<file path="config.mk">
export PLATFORM = sky130hd
export DESIGN_NAME = uart_echo_buf
export DESIGN_NICKNAME = d
export VERILOG_FILES = /design/src/rtl/uart_pkg.sv /design/src/rtl/sync_fifo.sv /design/src/rtl/uart_echo_buf.sv
export SDC_FILE = /design/constraint.sdc
export NUM_CORES = 1
export LEC_CHECK = 0
export ABC_AREA = 1
export BUFFER_PORTS_ARGS = -buffer_cell sky130_fd_sc_hd__clkbuf_2
export CAP_MARGIN = 20
export CORE_MARGIN = 8
export CORE_UTILIZATION = 51
export CTS_CLUSTER_DIAMETER = 80
export DETAILED_ROUTE_END_ITERATION = 7
export PLACE_DENSITY_LB_ADDON = 0.1
export SYNTH_ARGS = -nofsm -noshare
export SYNTH_HDL_FRONTEND = slang
export SYNTH_SLANG_ARGS = --single-unit
</file>
<file path="constraint.sdc">
create_clock -name i_sclk -period 3.5 [get_ports i_sclk]
set_clock_uncertainty 0.05 [all_clocks]
set_input_delay 0.7 -clock i_sclk [delete_from_list [all_inputs] [get_ports i_sclk]]
set_output_delay 0.7 -clock i_sclk [all_outputs]
set_load 0.01 [all_outputs]
</file>
<file path="src/rtl/uart_pkg.sv">
// rtl/uart_pkg.sv - shared constants for the uart echo buffer
// Purpose: echo FSM state encoding, echo mode codes and ASCII constants
//          used by the case transform.
// Ports:   none (package)
package uart_pkg;

   typedef enum logic [1:0] {
      ST_IDLE = 2'd0,
      ST_LOAD = 2'd1,
      ST_TRIG = 2'd2,
      ST_WAIT = 2'd3
   } state_t;

   localparam logic [1:0] MODE_RAW   = 2'd0;
   localparam logic [1:0] MODE_UPPER = 2'd1;
   localparam logic [1:0] MODE_LINE  = 2'd2;

   localparam logic [7:0] CH_a     = 8'h61;
   localparam logic [7:0] CH_z     = 8'h7A;
   localparam logic [7:0] CASE_OFS = 8'h20;

endpackage

</file>
<file path="src/rtl/sync_fifo.sv">
// rtl/sync_fifo.sv - synchronous FIFO with registered read data
// Purpose: single-clock FIFO; writes when full and reads when empty are
//          ignored. Read data appears one cycle after i_rd_en.
// Ports:   i_clk, i_rst (sync, active-high)
//          i_wr_en/i_wr_data  push side
//          i_rd_en/o_rd_data  pop side, o_rd_data registered
//          o_full, o_empty, o_level (occupancy, 0..DEPTH)
module sync_fifo #(
   parameter int DATA_W = 8,
   parameter int DEPTH  = 16
) (
   input  logic                    i_clk,
   input  logic                    i_rst,
   input  logic                    i_wr_en,
   input  logic [DATA_W-1:0]       i_wr_data,
   input  logic                    i_rd_en,
   output logic [DATA_W-1:0]       o_rd_data,
   output logic                    o_full,
   output logic                    o_empty,
   output logic [$clog2(DEPTH):0]  o_level
);

   localparam int ADDR_W = $clog2(DEPTH);

   logic [DATA_W-1:0] r_mem [DEPTH];
   logic [ADDR_W:0]   r_wr_ptr;
   logic [ADDR_W:0]   r_rd_ptr;
   logic [DATA_W-1:0] r_rd_data;
   logic              w_wr;
   logic              w_rd;

   // Extra pointer MSB distinguishes full from empty when the indices match.
   assign o_full  = (r_wr_ptr[ADDR_W] != r_rd_ptr[ADDR_W]) &&
                    (r_wr_ptr[ADDR_W-1:0] == r_rd_ptr[ADDR_W-1:0]);
   assign o_empty = (r_wr_ptr == r_rd_ptr);
   assign o_level = r_wr_ptr - r_rd_ptr;

   assign w_wr = i_wr_en && !o_full;
   assign w_rd = i_rd_en && !o_empty;

   assign o_rd_data = r_rd_data;

   always_ff @(posedge i_clk) begin
      if (w_wr) begin
         r_mem[r_wr_ptr[ADDR_W-1:0]] <= i_wr_data;
      end
   end

   always_ff @(posedge i_clk) begin
      if (i_rst) begin
         r_wr_ptr  <= '0;
         r_rd_ptr  <= '0;
         r_rd_data <= '0;
      end else begin
         if (w_wr) begin
            r_wr_ptr <= r_wr_ptr + 1'b1;
         end
         if (w_rd) begin
            r_rd_data <= r_mem[r_rd_ptr[ADDR_W-1:0]];
            r_rd_ptr  <= r_rd_ptr + 1'b1;
         end
      end
   end

endmodule

</file>
<file path="src/rtl/uart_echo_buf.sv">
// rtl/uart_echo_buf.sv - buffered rx-to-tx echo with modes and error flags
// Purpose: queues received bytes and replays them to the transmitter one
//          frame at a time, optionally upper-casing or holding until a
//          complete line is buffered. Flags overflow and tx timeout.
// Ports:   i_sclk, i_rst (sync, active-high)
//          i_mode        0 raw, 1 uppercase, 2 line, 3 raw
//          i_rx_done/i_rx_byte    received byte strobe
//          o_tx_trigger/o_tx_byte frame start pulse and byte
//          i_tx_done     frame finished pulse
//          o_fifo_level  occupancy
//          o_ovf, o_tx_err sticky flags, cleared by i_err_clr
module uart_echo_buf
   import uart_pkg::*;
#(
   parameter int                DATA_W     = 8,
   parameter int                DEPTH      = 16,
   parameter logic [DATA_W-1:0] EOL_CHAR   = 'h0D,
   parameter int                TX_TIMEOUT = 50000
) (
   input  logic                   i_sclk,
   input  logic                   i_rst,
   input  logic [1:0]             i_mode,
   input  logic                   i_rx_done,
   input  logic [DATA_W-1:0]      i_rx_byte,
   output logic                   o_tx_trigger,
   output logic [DATA_W-1:0]      o_tx_byte,
   input  logic                   i_tx_done,
   output logic [$clog2(DEPTH):0] o_fifo_level,
   output logic                   o_ovf,
   output logic                   o_tx_err,
   input  logic                   i_err_clr
);

   localparam int LVL_W = $clog2(DEPTH) + 1;
   localparam int CNT_W = $clog2(TX_TIMEOUT) + 1;

   state_t            r_state;
   state_t            w_state_nxt;
   logic [1:0]        r_mode_q;
   logic [DATA_W-1:0] r_tx_byte;
   logic [CNT_W-1:0]  r_tmo_cnt;
   logic [LVL_W-1:0]  r_line_cnt;
   logic              r_ovf;
   logic              r_tx_err;

   logic [DATA_W-1:0] w_rd_data;
   logic [DATA_W-1:0] w_xform;
   logic              w_full;
   logic              w_empty;
   logic              w_push;
   logic              w_drop;
   logic              w_pop;
   logic              w_timeout;
   logic              w_release_ok;
   logic              w_eol_in;
   logic              w_eol_out;

   sync_fifo #(
      .DATA_W (DATA_W),
      .DEPTH  (DEPTH)
   ) u_fifo (
      .i_clk     (i_sclk),
      .i_rst     (i_rst),
      .i_wr_en   (i_rx_done),
      .i_wr_data (i_rx_byte),
      .i_rd_en   (w_pop),
      .o_rd_data (w_rd_data),
      .o_full    (w_full),
      .o_empty   (w_empty),
      .o_level   (o_fifo_level)
   );

   // A full FIFO drops the byte even if a pop frees a slot this cycle.
   assign w_push = i_rx_done && !w_full;
   assign w_drop = i_rx_done && w_full;

   // Release decision uses the live mode because IDLE is where mode is taken.
   // In line mode a full FIFO lets exactly one byte out so input can resume.
   always_comb begin
      w_release_ok = 1'b0;
      case (i_mode)
         MODE_RAW, MODE_UPPER: w_release_ok = !w_empty;
         MODE_LINE:            w_release_ok = !w_empty && ((r_line_cnt != '0) || w_full);
         default:              w_release_ok = !w_empty;
      endcase
   end

   always_comb begin
      w_state_nxt = r_state;
      w_pop       = 1'b0;
      w_timeout   = 1'b0;
      case (r_state)
         ST_IDLE: begin
            if (w_release_ok) begin
               w_pop       = 1'b1;
               w_state_nxt = ST_LOAD;
            end
         end
         ST_LOAD: w_state_nxt = ST_TRIG;
         ST_TRIG: w_state_nxt = ST_WAIT;
         ST_WAIT: begin
            // The counter reaches TX_TIMEOUT-1 on this edge, so tx_err rises
            // exactly TX_TIMEOUT edges after the one that raised tx_trigger.
            if (i_tx_done) begin
               w_state_nxt = ST_IDLE;
            end else if (r_tmo_cnt == CNT_W'(TX_TIMEOUT - 2)) begin
               w_timeout   = 1'b1;
               w_state_nxt = ST_IDLE;
            end
         end
         default: w_state_nxt = ST_IDLE;
      endcase
   end

   always_ff @(posedge i_sclk) begin
      if (i_rst) begin
         r_state <= ST_IDLE;
      end else begin
         r_state <= w_state_nxt;
      end
   end

   always_comb begin
      w_xform = w_rd_data;
      if ((r_mode_q == MODE_UPPER) && (w_rd_data != EOL_CHAR) &&
          (w_rd_data >= DATA_W'(CH_a)) && (w_rd_data <= DATA_W'(CH_z))) begin
         w_xform = w_rd_data - DATA_W'(CASE_OFS);
      end
   end

   always_ff @(posedge i_sclk) begin
      if (i_rst) begin
         r_mode_q  <= MODE_RAW;
         r_tx_byte <= '0;
         r_tmo_cnt <= '0;
      end else begin
         if (r_state == ST_IDLE) begin
            r_mode_q <= i_mode;
         end
         if (r_state == ST_LOAD) begin
            r_tx_byte <= w_xform;
         end
         if (r_state == ST_TRIG) begin
            r_tmo_cnt <= '0;
         end else if (r_state == ST_WAIT) begin
            r_tmo_cnt <= r_tmo_cnt + 1'b1;
         end
      end
   end

   // Popped data is visible in LOAD, so the EOL decrement lands there; it
   // always completes before the next IDLE release decision.
   assign w_eol_in  = w_push && (i_rx_byte == EOL_CHAR);
   assign w_eol_out = (r_state == ST_LOAD) && (w_rd_data == EOL_CHAR);

   always_ff @(posedge i_sclk) begin
      if (i_rst) begin
         r_line_cnt <= '0;
      end else begin
         case ({w_eol_in, w_eol_out})
            2'b10: if (r_line_cnt != LVL_W'(DEPTH)) r_line_cnt <= r_line_cnt + 1'b1;
            2'b01: if (r_line_cnt != '0) r_line_cnt <= r_line_cnt - 1'b1;
            default: r_line_cnt <= r_line_cnt;
         endcase
      end
   end

   // Sticky flags: a new event in the same cycle as err_clr keeps the flag set.
   always_ff @(posedge i_sclk) begin
      if (i_rst) begin
         r_ovf    <= 1'b0;
         r_tx_err <= 1'b0;
      end else begin
         if (w_drop) begin
            r_ovf <= 1'b1;
         end else if (i_err_clr) begin
            r_ovf <= 1'b0;
         end
         if (w_timeout) begin
            r_tx_err <= 1'b1;
         end else if (i_err_clr) begin
            r_tx_err <= 1'b0;
         end
      end
   end

   assign o_tx_trigger = (r_state == ST_TRIG);
   assign o_tx_byte    = r_tx_byte;
   assign o_ovf        = r_ovf;
   assign o_tx_err     = r_tx_err;

endmodule

</file>
==> flow_summary.yaml <==
detailed_routing:
  via_per_inst: 5.01
  ant_nets: 0
  vias: 6115
  wl_per_cell_um: 15.7
  first_pass_iters: 5
  wirelength_um: 19100
  drc: 0
  drt_iter0_markers: 436
grt:
  grt_max_degree: 41
  track_usage: 0.195
  grt_pass1_wl_um: 30300
  overflow: 0
  grt_pass1_vias: 5787
  antenna_found_initial: 0
logic_synthesis:
  synth_area_um2: 8400
  yosys_register_bits: 182
  synth_area_leader_cell: "edfxtp_1"
  synth_fp_nets: 976
  synth.top_cell.area_share: 0.457
  netlist-cell-type-count: 34
  syn-instance-count: 937
  syn_area_per_cell_um2: 8.97
  yosys-top-cells-area: "edfxtp_1 46%, dfxtp_1 13%, nand2_1 11%"
  synth_warnings: 0
  ys_seq_area_frac: 0.586
place:
  dpl_cell_area_um2: 8930
  io_buffers: 30
  hpwl_um: 12700
  place.gp.congestion: 0.847
  pre_cts_ws_ns: 0.450
cells_and_area:
  final_nets: 1026
  fin_area_um2: 9560
  layout_common_cells: "246 x nand2_1, 135 x inv_1, 128 x edfxtp_1"
  final_common_cell: "nand2_1"
  antenna_cells: 0
  area_growth_pct: 13.8
  drive_gt1_frac: 0.105
critical_path:
  cp-startpoint: "u_fifo.r_rd_ptr[2]"
  r2r-end: "r_line_cnt[4]"
  endpoint: "r_line_cnt[4]"
  rr_startpoint: "u_fifo.r_rd_ptr[2]"
  r2r_cells: 18
  worstSetupStartpointType: "register"
  cp_max_fo: 9
  arrival_ns: 3.37
  end_kind: "register"
  cp.required_ns: 3.81
  criticalPathCategory: "register to register"
  r2r_slack_ns: 0.44
floorplanning:
  fp.coreArea_um2: 16300
  die_x_um: 144
  row_count: 47
  initial_core_util: 0.514
  dieHeight_um: 144
  pin_count: 31
  dieArea_um2: 20800
timing:
  setup_viol: 0
  fmax_mhz: 327
  worst_slew_pin_slew_ns: 0.751
  fin_ws_ns: 0.440
  setup-tns-final_ns: 0
  rsz0062_at_grt: "no"
  maxSlewViolCount: 0
  slew_headroom: 0.499
  hold_viol: 0
  post-route-period-util: 0.874
  period_minus_slack_ns: 3.06
clock_network:
  cts_sinks: 182
  post_cts_buffers: 0
  cts_resized: 0
  htreeDepth: 4
  root_buffer: "clkbuf_16"
  cts_hold_buf: 0
  numCtsBuffers: 17
  cts.reportedPaths.clkPinSlew_ns: 0.06
  insertion_delay_ns: 0.42
  cts_tree: "yes"
  clk_path_buf_depth: 2
outcome:
  status: "finished clean"
flow_run:
  cap_violations: 0
power_and_ir_drop:
  fin_total_pwr_mw: 6.34
  total_leakage_power_nw: 4.04
  pwr_density_cell_nw_per_um2: 663
  peakVddDrop_mv: 0.373
min_path:
  min_path_type: "register to register"
cells in the mapped netlist:
cell and n:
nand2_1 246, inv_1 135, edfxtp_1 128, nor2_1 91
nand3_1 86, dfxtp_1 54, o21ai_0 37, a21oi_1 36
ha_1 22, buf_2 15, o21ai_1 12, clkbuf_1 11
nor3_1 11, xnor2_1 7, nand4_1 6, o22ai_1 5
xor2_1 4, buf_1 3, inv_2 3, nand2_2 3
nor2_2 3, and3_1 2, clkinv_1 2, fa_1 2
nand2_4 2, nand3b_1 2, nor3b_1 2, a211oi_1 1
a31oi_1 1, buf_6 1, nor4_1 1, o211a_1 1
o21bai_1 1, xor2_2 1
stage by stage:
stage | cells | utilization | hold WS [ns]
floorplan | 937 | - | 0.394
finish | 1220 | 0.585 | 0.416
global placement | 1188 | 0.547 | 0.403
CTS | 1220 | 0.585 | 0.416
global route | 1220 | 0.585 | 0.448
detailed placement | 1188 | 0.547 | 0.406
critical path: stages, from the launching register on:
cell	delay, ns
dfxtp_1	0.34
clkinv_1	0.09
ha_1	0.35
nand2_1	0.10
nor2_2	0.15
nand2_2	0.11
nand2_2	0.17
inv_2	0.08
nand4_1	0.15
ha_1	0.30
inv_1	0.10
fa_1	0.41
o21ai_0	0.17
nand2_1	0.09
nand2_1	0.07
nand2_1	0.04
nand2_1	0.06
nand2_1	0.04
a21oi_1	0.11
kinds of logic (layout without fill, tap and decap cells):
kind of cell             after synthesis  after routing  synth area share
flip-flops                           182            182             0.586
adder cells (fa/ha/maj)               24             24            0.0375
AND/OR/NAND/NOR                      455            455             0.226
buffers and inverters                170            233            0.0791
XOR/XNOR                              12             12            0.0134
AO/OA/AOI/OAI                         94             94            0.0581
power by group:
| group | internal, mW | switching, mW | leakage [nW] |
|---|---|---|---|
| Sequential | 2.43 | 0.0822 | 1.60 |
| Clock | 1.20 | 0.824 | 0.298 |
| Combinational | 0.575 | 1.23 | 2.14 |
| Total | 4.21 | 2.14 | 4.04 |
area by class of cell:
cell class                      instances  area (µm²)
Clock buffer                           17         425
Inverter                              140         526
Fill cell                            1528        6790
Clock inverter                         15         200
Multi-Input combinational cell        585        2810
Sequential cell                       182        4930
Timing Repair Buffer                   61         395
Tap cell                              220         275
flip-flops by register name, indices dropped and copies added, names as in the netlist:
name / count
u_fifo.r_mem: 128
r_tmo_cnt: 17
o_tx_byte: 8
u_fifo.o_rd_data: 8
r_line_cnt: 5
u_fifo.r_rd_ptr: 5
u_fifo.r_wr_ptr: 5
r_mode_q: 2
r_state: 2
o_ovf: 1
o_tx_err: 1
routing by layer:
metal | GRT usage | up-vias | wire length [µm]
met3 | 0.0327 | 28 | 1000
met5 | 0 | - | 0
met2 | 0.314 | 138 | 9050
li1 | - | 3130 | -
met1 | 0.256 | 2819 | 8680
met4 | 0.0778 | 0 | 413
how the worst min path moves through the flow:
stage,from,end,slack (ns),cells after the start
2_1_floorplan,r_line_cnt[0],r_line_cnt[0],0.39,1
3_3_place_gp,o_tx_err,o_tx_err,0.40,2
3_5_place_dp,o_tx_err,o_tx_err,0.41,2
4_1_cts,o_tx_err,o_tx_err,0.42,2
5_1_grt,o_tx_byte[0],o_tx_byte[0],0.45,2
6_report,o_tx_err,o_tx_err,0.42,2
Power figures use the tool's default switching activity.
